$ cat src/rtl/avalon_bus_arbiter_pkg.sv
// Shared types and defaults for the two-master Avalon-MM bus arbiter.
// Pulled in by the arbiter top and its watchdog.
package avalon_bus_arbiter_pkg;

    typedef enum logic [1:0] {
        ST_IDLE   = 2'd0,
        ST_GRANT0 = 2'd1,
        ST_GRANT1 = 2'd2
    } arb_state_t;

    localparam int unsigned TIMEOUT_DEFAULT  = 255;
    localparam logic [15:0] ERR_DATA_DEFAULT = 16'hDEAD;
    localparam int unsigned WDOG_W           = 16;

endpackage

$ cat src/rtl/avalon_bus_arbiter_bus_watchdog.sv
// Stall watchdog: counts slave waitrequest cycles of the current grant and
// flags the cycle on which the TIMEOUT-th stall occurs.
module bus_watchdog
    import avalon_bus_arbiter_pkg::*;
#(
    parameter int unsigned TIMEOUT = TIMEOUT_DEFAULT
) (
    input  logic clk,
    input  logic reset,
    input  logic clear,
    input  logic enable,
    output logic expired
);

    localparam logic [WDOG_W-1:0] LIMIT = WDOG_W'(TIMEOUT - 1);

    logic [WDOG_W-1:0] count;

    // count holds the number of stalls already seen, so the current stall is count+1
    assign expired = enable && (count == LIMIT);

    always_ff @(posedge clk) begin
        if (reset || clear) begin
            count <= '0;
        end else if (enable && !expired && (count != '1)) begin
            count <= count + WDOG_W'(1);
        end
    end

endmodule

$ cat src/rtl/avalon_bus_arbiter.sv
// Round-robin arbiter sharing one Avalon-MM slave between the MCU (m0) and the
// debug master (m1), with a stall watchdog that aborts hung transfers.
module avalon_bus_arbiter
    import avalon_bus_arbiter_pkg::*;
#(
    parameter int unsigned   AW       = 16,
    parameter int unsigned   DW       = 16,
    parameter int unsigned   TIMEOUT  = TIMEOUT_DEFAULT,
    parameter logic [DW-1:0] ERR_DATA = DW'(ERR_DATA_DEFAULT)
) (
    input  logic          clk,
    input  logic          reset,
    input  logic [AW-1:0] m0_address,
    input  logic [DW-1:0] m0_writedata,
    input  logic          m0_read,
    input  logic          m0_write,
    output logic [DW-1:0] m0_readdata,
    output logic          m0_waitrequest,
    input  logic [AW-1:0] m1_address,
    input  logic [DW-1:0] m1_writedata,
    input  logic          m1_read,
    input  logic          m1_write,
    output logic [DW-1:0] m1_readdata,
    output logic          m1_waitrequest,
    output logic [AW-1:0] s_address,
    output logic [DW-1:0] s_writedata,
    output logic          s_read,
    output logic          s_write,
    input  logic [DW-1:0] s_readdata,
    input  logic          s_waitrequest,
    output logic          mcu_hold,
    output logic          timeout_err,
    output logic [1:0]    arb_state
);

    // Handshake: a master holds read/write (and address/data) stable until it
    // sees waitrequest low at a rising edge; that edge completes the transfer.

    arb_state_t state;
    arb_state_t state_next;
    logic       last_grant;
    logic       last_grant_next;
    logic       req0;
    logic       req1;
    logic       gnt0;
    logic       gnt1;
    logic       gnt_req;
    logic       done;
    logic       abort;

    assign req0    = m0_read || m0_write;
    assign req1    = m1_read || m1_write;
    assign gnt0    = (state == ST_GRANT0);
    assign gnt1    = (state == ST_GRANT1);
    assign gnt_req = (gnt0 && req0) || (gnt1 && req1);
    assign done    = gnt_req && !s_waitrequest;

    assign mcu_hold  = gnt1;
    assign arb_state = state;

    bus_watchdog #(
        .TIMEOUT(TIMEOUT)
    ) u_watchdog (
        .clk    (clk),
        .reset  (reset),
        .clear  (state == ST_IDLE),
        .enable (gnt_req && s_waitrequest),
        .expired(abort)
    );

    // A simultaneous read and write is forwarded as a write only.
    always_comb begin
        s_address   = '0;
        s_writedata = '0;
        s_read      = 1'b0;
        s_write     = 1'b0;
        if (gnt0) begin
            s_address   = m0_address;
            s_writedata = m0_writedata;
            s_write     = m0_write && !abort;
            s_read      = m0_read && !m0_write && !abort;
        end else if (gnt1) begin
            s_address   = m1_address;
            s_writedata = m1_writedata;
            s_write     = m1_write && !abort;
            s_read      = m1_read && !m1_write && !abort;
        end
    end

    always_comb begin
        m0_waitrequest = req0;
        m1_waitrequest = req1;
        if (gnt0) begin
            m0_waitrequest = s_waitrequest && !abort;
        end
        if (gnt1) begin
            m1_waitrequest = s_waitrequest && !abort;
        end
        m0_readdata = (gnt0 && abort) ? ERR_DATA : s_readdata;
        m1_readdata = (gnt1 && abort) ? ERR_DATA : s_readdata;
    end

    // Every grant returns through IDLE, so ownership never switches mid-transfer.
    always_comb begin
        state_next      = state;
        last_grant_next = last_grant;
        case (state)
            ST_IDLE: begin
                if (req0 && req1) begin
                    state_next = last_grant ? ST_GRANT0 : ST_GRANT1;
                end else if (req0) begin
                    state_next = ST_GRANT0;
                end else if (req1) begin
                    state_next = ST_GRANT1;
                end
            end
            ST_GRANT0: begin
                if (abort || done) begin
                    state_next      = ST_IDLE;
                    last_grant_next = 1'b0;
                end else if (!req0) begin
                    state_next = ST_IDLE;
                end
            end
            ST_GRANT1: begin
                if (abort || done) begin
                    state_next      = ST_IDLE;
                    last_grant_next = 1'b1;
                end else if (!req1) begin
                    state_next = ST_IDLE;
                end
            end
            default: state_next = ST_IDLE;
        endcase
    end

    always_ff @(posedge clk) begin
        if (reset) begin
            state       <= ST_IDLE;
            last_grant  <= 1'b0;
            timeout_err <= 1'b0;
        end else begin
            state      <= state_next;
            last_grant <= last_grant_next;
            if (abort) begin
                timeout_err <= 1'b1;
            end
        end
    end

endmodule

$ cat config.mk
export PLATFORM = sky130hd
export DESIGN_NAME = avalon_bus_arbiter
export DESIGN_NICKNAME = d
export VERILOG_FILES = /design/src/rtl/avalon_bus_arbiter_pkg.sv /design/src/rtl/avalon_bus_arbiter_bus_watchdog.sv /design/src/rtl/avalon_bus_arbiter.sv
export SDC_FILE = /design/constraint.sdc
export NUM_CORES = 1
export LEC_CHECK = 0
export ABC_AREA = 1
export CAP_MARGIN = 20
export CORE_MARGIN = 2
export CORE_UTILIZATION = 33
export CTS_CLUSTER_SIZE = 25
export DETAILED_ROUTE_END_ITERATION = 10
export GPL_TIMING_DRIVEN = 0
export PLACE_DENSITY = 0.79
export SETUP_SLACK_MARGIN = 0.2
export SLEW_MARGIN = 20
export SYNTH_ARGS = -nofsm -noshare
export SYNTH_HDL_FRONTEND = slang
export SYNTH_SLANG_ARGS = --single-unit
$ cat constraint.sdc
create_clock -name clk -period 2.5 [get_ports clk]
set_input_delay 0.5 -clock clk [delete_from_list [all_inputs] [get_ports clk]]
set_output_delay 0.5 -clock clk [all_outputs]
set_load 0.005 [all_outputs]
Word level (Yosys, flattened, before mapping)
Cells that the tools add are included.

word-level totals
  flip-flop bits (word level) = 20
  input bits = 87
  output and inout bits = 72
  word-level logic and storage cells = 68

cells by class
  add/sub/neg operators = 1
  equality and inequality tests = 9
  multiplexer cells = 24
  reductions and logical operators = 30

operators by type and width
  operator                                              number
  two-way mux 16 bit                                    6
  logical AND 1 bit                                     17
  adder 16 x 1 -> 16 bit, second input constant         1
  equality test 16 x 8 -> 1 bit, second input constant  1
  two-way mux 2 bit                                     8
  != test 16 bit, second input constant                 1
  two-way mux 1 bit                                     8
  != test 3 x 2 -> 1 bit, second input constant         2
  case mux 2 bit (3 select lines)                       1
  AND reduction 3 bit                                   2
  logical OR 1 bit                                      5
  zero test 1 bit                                       4
  != test 2 x 1 -> 1 bit, second input constant         2
  != test 4 bit, second input constant                  1
  equality test 2 x 1 -> 1 bit, second input constant   1
  equality test 2 bit, second input constant            1
  zero test 2 bit                                       1
  case mux 1 bit (2 select lines)                       1
  nonzero test 2 bit                                    1

Longest topological paths before layout
Gate-level depths: netlist of run 1.

  depth after elaboration = 9
  gate-level depth with buffers = 11
  mapped depth without buffers = 11

Cells and area by module
Synthesis of run 1 repeated with hierarchy kept, for this count alone.

unflattened totals
  cell total of the unflattened synthesis = 413
  area total of the unflattened synthesis = 2,138.3 um2

modules (own cells, without submodules)
  module              instances  cells an instance  area an instance (um2)  seq. area each (um2)
  bus_watchdog        1          194                1,138.6                 320.3
  avalon_bus_arbiter  1          219                999.7                   80.1

Worst setup path after synthesis of run 1
No wires, ideal clock.

  path type = reg2out
  start point = register state[0] (netlist: arb_state[0])
  end point = output m0_readdata[0]
  arrival time = 1,569 ps
  data required time = 2,000 ps
  slack = 431 ps
  cell stages (with the launch flop) = 10
  path buffers = 1
  cell sequence = dfxtp_1 > inv_1 > ha_1 > o21ai_1 > a21oi_2 > nand3_2 > nor2_2 > inv_2 > buf_2 > nand2_1

on the way
  cells in the longest elaborated chain, start to end = 7
  elaborated cells between the ends (all ways) = 9
  classes of those cells = eq/ne (2); mux (1); reduce/logical (6)

ends and longest elaborated chain
  element                 line                                   text
  start, declared         avalon_bus_arbiter.sv:39               arb_state_t state;
  start signal, assigned  avalon_bus_arbiter.sv:143              state <= state_next;
  equality test 2 bit     avalon_bus_arbiter.sv:54               assign gnt1 = (state == ST_GRANT1);
  named net mcu_hold      avalon_bus_arbiter.sv:31               output logic mcu_hold,
  logical AND 1 bit       avalon_bus_arbiter.sv:55               assign gnt_req = (gnt0 && req0) || (gnt1 && req1);
  logical OR 1 bit        avalon_bus_arbiter.sv:55
  logical AND 1 bit       avalon_bus_arbiter.sv:67               .enable (gnt_req && s_waitrequest),
  logical AND 1 bit       avalon_bus_arbiter_bus_watchdog.sv:20  assign expired = enable && (count == LIMIT);
  logical AND 1 bit       avalon_bus_arbiter.sv:99               m0_readdata = (gnt0 && abort) ? ERR_DATA : s_readdata;
  two-way mux 16 bit      avalon_bus_arbiter.sv:99
  end, declared           avalon_bus_arbiter.sv:17               output logic [DW-1:0] m0_readdata,

The timed path passes the listed nets, and every way through them passes these cells.

Final worst setup path of run 1
  start point = register state[0] (netlist: arb_state[0])
  end point = output m1_readdata[12]

on the way
  cells in the longest elaborated chain, start to end = 7
  elaborated cells between the ends (all ways) = 9
  classes of those cells = eq/ne (2); mux (1); reduce/logical (6)

ends and longest elaborated chain
  element                                                              line                                                text
  equality test 2 x 1 -> 1 bit or equality test 2 bit (tied branches)  avalon_bus_arbiter.sv:53, avalon_bus_arbiter.sv:54
  logical AND 1 bit                                                    avalon_bus_arbiter.sv:55
  logical OR 1 bit                                                     avalon_bus_arbiter.sv:55
  logical AND 1 bit                                                    avalon_bus_arbiter.sv:67
  logical AND 1 bit                                                    avalon_bus_arbiter_bus_watchdog.sv:20
  logical AND 1 bit *                                                  avalon_bus_arbiter.sv:100                           m1_readdata = (gnt1 && abort) ? ERR_DATA : s_readdata;
  two-way mux 16 bit *                                                 avalon_bus_arbiter.sv:100
  end, declared                                                        avalon_bus_arbiter.sv:23                            output logic [DW-1:0] m1_readdata,

Mark *: on every way between the ends. The rest lies on a longest branch, timed or not.

==> flow_summary.toml, run 1 <==
[placed_design]
gp_congestion = 0.857
buffer_ports.inserted = 158
hpwlAfterDp_um = 6900
dp_slack_ns = -0.696
place_inst = 537

[clock_network]
path_clk_slew_ns = 0.07
hold_buffers = 0
numClockSinks = 20
cts_root_buf = "clkbuf_8"
clkLatencyLatePin_ns = 0.27
htree_num_levels = 1
cts-buffers-inserted = 3
clk_path_buf_depth = 2
cts_tree = "done"

[critical_path]
required_ns = 2.00
critPathKind = "reg -> out"
r2r_end = "u_watchdog.count[3]"
cp.arrival_ns = 1.86
worstReg2RegStart = "arb_state[0]"
regToRegSetupSlack_ns = 0.64
startpoint_type = "register"
rr_worst_depth = 8
endpoint_kind = "output pin"
path_max_fanout = 5

[synthesis]
synth-compound-area-share = 0.235
synth_area_per_cell_um2 = 6.42
synth_top_area_frac = 0.205
synth_xor_xnor_area_share = 0.0494
synth_area_leader_cell = "dfxtp_1"
netlist_instances = 304
yosysUniqueCellTypes = 31
synth_nets = 396
synthMuxAreaShare = 0
synth_top_family_by_area = "simple AND/OR/NAND/NOR gates"
synthSimpleGateAreaFrac = 0.357
yosysWarningCount = 0
synth_adder_area_share = 0.0321
synth_seq_cells = 20
syn-cell-area_um2 = 1950
synth_area_leaders = "dfxtp_1 21%, nand2_1 15%, a22o_1 14%, inv_1 7.3%, nor2_1 6.9%"
seq_area_frac_synth = 0.205

[cells_and_area]
finish.utilization = 0.659
areaGrowthSynthToFinish_pct = 96.4
nNetsFinal = 585
final_common_cell = "clkdlybuf4s50_1"
nFillCells = 505
antenna_cells = 0
final_cell_mix = "85 x clkdlybuf4s50_1, 63 x nand2_1, 38 x clkbuf_2"
drive_above_1_share = 0.333
fin_cells = 567

[sta]
tightest_slew_ns = 0.652
setup_tns_ns = 0
fin_ws_ns = 0.142
post-route-period-util = 0.943
setup_viol = 0
slew_headroom = 0.565
hold_viol = 0
drv_slew = 0
rsz0062_at_grt = "yes"
max_freq_ghz = 0.424
fin_crit_ns = 2.36
clock_skew_ns = 0.00937

[detailed_routing]
viasPerCell = 4.91
drt-total-wl_um = 8990
drt-met1-wl_um = 3350
ant_nets = 0
highest_layer = "met4"
vias = 2786
first_pass_iters = 4
dr_wl_met2_um = 4600
drcViolationCount = 0
wl_per_cell_um = 15.9
drt_iter0_markers = 102
wl_met3_um = 870

[global_route]
grt_pass1_wl_um = 12700
grt_overflow_total = 0
antenna_found_initial = 0
grt_pass1_vias = 2521
grt_start_max_net_pins = 12
grtUsageTotal = 0.250

[min_path]
min_path_type = "reg -> reg"
hold_end = "timeout_err"
hold_depth = 2
hp-start = "timeout_err"

[floorplan]
rows = 28
core-area_um2 = 5820
die_w_um = 80.9
dieArea_um2 = 6540
fp.dieH_um = 80.9
start_util = 0.335
pin_count = 159

[power]
vdd_drop_max_v = 0.000465
p_per_area_nw_per_um2 = 528
leakage_uw = 0.00176
total_power_uw = 2020

[status]
status = "finished clean"

[job]
drv_cap = 0
worst max-delay path, cell delays in order (launching register included):
cell,delay [ns]
dfxtp_4,0.37
inv_4,0.06
ha_4,0.16
o21ai_4,0.07
a21oi_4,0.21
nand3_4,0.13
nor2_4,0.14
inv_2,0.07
buf_6,0.13
buf_6,0.11
nand2_2,0.04
buf_2,0.10
cell type report:
| type | count | area (um^2) | area share |
|---|---|---|---|
| inverter | 43 | 178 | 0.0464 |
| tap | 75 | 93.8 | 0.0245 |
| timing repair buffer | 184 | 1550 | 0.404 |
| buffer | 12 | 116 | 0.0304 |
| clock buffer | 4 | 55.1 | 0.0144 |
| sequential | 20 | 409 | 0.107 |
| multi-input combinational | 229 | 1430 | 0.374 |
where the power goes:
| group | switching, uW | internal [uW] | leakage (uW) | total (uW) |
|---|---|---|---|---|
| clock | 113 | 140 | 0.0000288 | 254 |
| combinational | 644 | 755 | 0.00157 | 1400 |
| sequential | 26.4 | 345 | 0.000163 | 372 |
logic make-up after synthesis:
family          count (synthesis)
buf+inv                        55
simple gates                  153
compound gates                 60
flops                          20
xor+xnor                       11
fa+ha+maj                       5
Yosys cell counts, drive strengths merged:
library cell and number:
nand2 88, inv 41, nor2 41, a22o 32, a21oi 22, dfxtp 20
nand3 13, buf 7, xor2 6, clkbuf 5, ha 5, nand4 5
o21ai 5, xnor2 5, nor3 4, clkinv 2, a32oi 1, nand3b 1
nor2b 1
repair_timing:
| action | CTS | global route |
|---|---|---|
| gates resized for setup | 208 | 101 |
| buffers inserted | 17 | 4 |
| endpoints found under the setup margin | 68 | 64 |
| pin swaps | 7 | 7 |
| cloned | 5 | 0 |
worst max path at each step:
stage / end / startpoint
global placement: m1_readdata[5] / m0_write
CTS: m1_readdata[3] / arb_state[0]
global route: m1_readdata[12] / arb_state[0]
floorplan: m0_readdata[0] / arb_state[0]
detailed placement: m1_readdata[3] / m0_write
finish: m1_readdata[12] / arb_state[0]
flip-flops by register name, indices dropped and copies added (netlist names):
name	flops
last_grant	1
arb_state	2
u_watchdog.count	16
timeout_err	1
stage by stage:
step / cell area [um^2] / hold WS [ns]
global route: 3830 / 0.504
CTS: 3840 / 0.487
global placement: 3630 / 0.452
detailed placement: 3630 / 0.471
floorplan: 1950 / 0.446
finish: 3830 / 0.487
layer usage:
layer / global-route usage / up-vias
li1: - / 1368
met1: 0.284 / 1277
met2: 0.452 / 126
met3: 0.0644 / 15
met4: 0.0847 / 0
met5: 0 / -
Power figures use the tool's default switching activity.
==> run 2, diff against run 1 <==
--- a/config.mk
+++ b/config.mk
@@ -5,16 +5,14 @@
 export SDC_FILE = /design/constraint.sdc
 export NUM_CORES = 1
 export LEC_CHECK = 0
-export ABC_AREA = 1
 export CAP_MARGIN = 20
 export CORE_MARGIN = 2
-export CORE_UTILIZATION = 33
+export CORE_UTILIZATION = 31
 export CTS_CLUSTER_SIZE = 25
 export DETAILED_ROUTE_END_ITERATION = 10
 export GPL_TIMING_DRIVEN = 0
 export PLACE_DENSITY = 0.79
 export SETUP_SLACK_MARGIN = 0.2
-export SLEW_MARGIN = 20
 export SYNTH_ARGS = -nofsm -noshare
 export SYNTH_HDL_FRONTEND = slang
 export SYNTH_SLANG_ARGS = --single-unit
==> flow_summary.toml, run 2 <==
[global_route]
grt_overflow_total = 0
grt_pass1_vias = 2319
grt_start_max_net_pins = 13
antenna_found_initial = 0
grt_pass1_wl_um = 12100
grtUsageTotal = 0.245

[detailed_routing]
vias = 2531
viasPerCell = 5.15
wl_per_cell_um = 17.6
drt-total-wl_um = 8670
drt_iter0_markers = 74
drcViolationCount = 0
ant_nets = 0
first_pass_iters = 4

[critical_path]
cp.arrival_ns = 2.09
rr_worst_depth = 10
regToRegSetupSlack_ns = 0.25
endpoint_kind = "output pin"
critPathKind = "in -> out"
r2r_end = "u_watchdog.count[13]"
worstReg2RegStart = "arb_state[0]"
startpoint_type = "input pin"
required_ns = 2.00
path_max_fanout = 6

[cells_and_area]
antenna_cells = 0
final_cell_mix = "85 x clkdlybuf4s50_1, 34 x buf_2, 31 x a22o_1"
seq_area_um2 = 410
regMostFlops = "u_watchdog.count"
fin_area_um2 = 3810
largest_reg_flops = 16
final_common_cell = "clkdlybuf4s50_1"
nFillCells = 431
fin_cells = 491
nNetsFinal = 512
multi_input_area_um2 = 1420
finish.utilization = 0.696
areaGrowthSynthToFinish_pct = 118
drive_above_1_share = 0.370

[sta]
max_freq_ghz = 0.387
drv_slew = 0
rsz0062_at_grt = "yes"
fin_ws_ns = -0.0869
setup_viol = 23
post-route-period-util = 1.03
setup_tns_ns = -1.00
fin_crit_ns = 2.59
hold_viol = 0
clock_skew_ns = 0.00434
tightest_slew_ns = 0.477
slew_headroom = 0.682

[clock_network]
clk_path_buf_depth = 2
htree_num_levels = 1
clkLatencyLatePin_ns = 0.26
path_clk_slew_ns = 0.07
numClockSinks = 20
cts_tree = "done"
cts-buffers-inserted = 3
cts_root_buf = "clkbuf_8"

[synthesis]
synth_area_leaders = "dfxtp_1 23%, a22o_1 16%, nand2b_1 9.7%, a21oi_1 3.7%, and2_1 3.6%"
synth_nets = 319
ys_top_cells_by_count = "32 x a22o_1, 27 x nand2b_1, 20 x dfxtp_1, 14 x clkbuf_1, 14 x nor2_1"
syn-cell-area_um2 = 1740
yosysMostFrequentCell = "a22o_1"
synth_edf_count = 0
synth_top_area_frac = 0.230
yosysWarningCount = 0
synth_area_leader_cell = "dfxtp_1"
synth_area_per_cell_um2 = 7.68
async_reset_ff_frac = 0
synth_ff_type = "dfxtp_1"
yosysUniqueCellTypes = 43
seq_area_frac_synth = 0.230
synth_seq_cells = 20
netlist_instances = 227

[power]
leakage_uw = 0.00162
vdd_drop_max_v = 0.000288
p_per_area_nw_per_um2 = 373

[min_path]
hold_depth = 2
hold_end = "timeout_err"
hp-start = "timeout_err"
min_path_type = "reg -> reg"

[status]
violations = "setup timing"
status = "complete, but fails checks"

[floorplan]
pin_count = 159
start_util = 0.318
fp.dieH_um = 79.0
core-area_um2 = 5470
rows = 27
dieArea_um2 = 6240
die_w_um = 79.0

[placed_design]
dp_slack_ns = -0.878
buffer_ports.inserted = 158
place_inst = 457
dpl-instance-area_um2 = 3470
gp_congestion = 0.887
hpwlAfterDp_um = 6190

[job]
drv_cap = 0
run 2: power breakdown:
part	leakage [uW]	total (uW)	switching (uW)	internal, uW
Clock	0.0000357	324	110	214
Sequential	0.000164	335	8.67	326
Combinational	0.00142	762	304	458
Total	0.00162	1420	422	998
run 2: cell families (layout without fill, tap and decap cells):
group / count (synthesis) / in the layout / synth area share
mux: 1 / 1 / 0.00574
simple gates: 106 / 106 / 0.359
buf+inv: 22 / 214 / 0.0538
flops: 20 / 20 / 0.230
compound gates: 69 / 69 / 0.296
xor+xnor: 4 / 4 / 0.0201
fa+ha+maj: 5 / 5 / 0.0359
run 2: repair_timing:
| action | 4_1_cts | 5_1_grt |
|---|---|---|
| setup endpoints to repair | 71 | 69 |
| pin swaps | 21 | 12 |
| resized for setup | 251 | 93 |
| gates cloned | 3 | 1 |
| hold buffers | 0 | 0 |
| buffers inserted | 20 | 6 |
run 2: through the flow:
stage,total power (uW),hold WS (ns)
2_1_floorplan,583,0.452
3_3_place_gp,1020,0.453
3_5_place_dp,1020,0.470
4_1_cts,1370,0.490
5_1_grt,1490,0.506
6_report,1420,0.485
run 2: worst max-delay path: stages:
cell,delay (ns)
dlygate4sd2_1,0.30
o21a_4,0.23
o21ai_4,0.17
and3b_2,0.24
clkbuf_16,0.17
nand2_8,0.06
buf_8,0.11
buf_6,0.10
and2_4,0.13
buf_6,0.09
run 2: cell type report:
class                      instances  area share
clock buffer                       3      0.0108
tap                               72      0.0237
timing repair buffer             188       0.420
inverter                           5     0.00559
clock inverter                     1     0.00789
multi-input combinational        185       0.374
buffer                            17      0.0503
sequential                        20       0.108
run 2: per-layer routing:
| layer | part of all wire | vias up | track usage |
|---|---|---|---|
| met5 | 0 | - | 0 |
| met4 | 0.019 | 0 | 0.0690 |
| met3 | 0.062 | 15 | 0.0455 |
| met2 | 0.53 | 89 | 0.472 |
| met1 | 0.39 | 1191 | 0.271 |
| li1 | - | 1236 | - |
run 2: worst max-delay path by stage:
stage / from / to / slack [ns]
final: m0_read / m0_readdata[4] / -0.09
after global routing: arb_state[0] / m0_readdata[4] / -0.16
after CTS: arb_state[0] / m0_readdata[2] / -0.14
after detailed placement: m0_write / m0_readdata[13] / -0.88
after global placement: m0_write / m0_readdata[1] / -0.86
after floorplan: arb_state[1] / m0_readdata[13] / 0.22
==> run 3, diff against run 2 <==
--- a/config.mk
+++ b/config.mk
@@ -13,6 +13,7 @@
 export GPL_TIMING_DRIVEN = 0
 export PLACE_DENSITY = 0.79
 export SETUP_SLACK_MARGIN = 0.2
+export SLEW_MARGIN = 10
 export SYNTH_ARGS = -nofsm -noshare
 export SYNTH_HDL_FRONTEND = slang
 export SYNTH_SLANG_ARGS = --single-unit
==> results of run 3 <==
Final layout, timing and power as in run 2 (identical DEF).
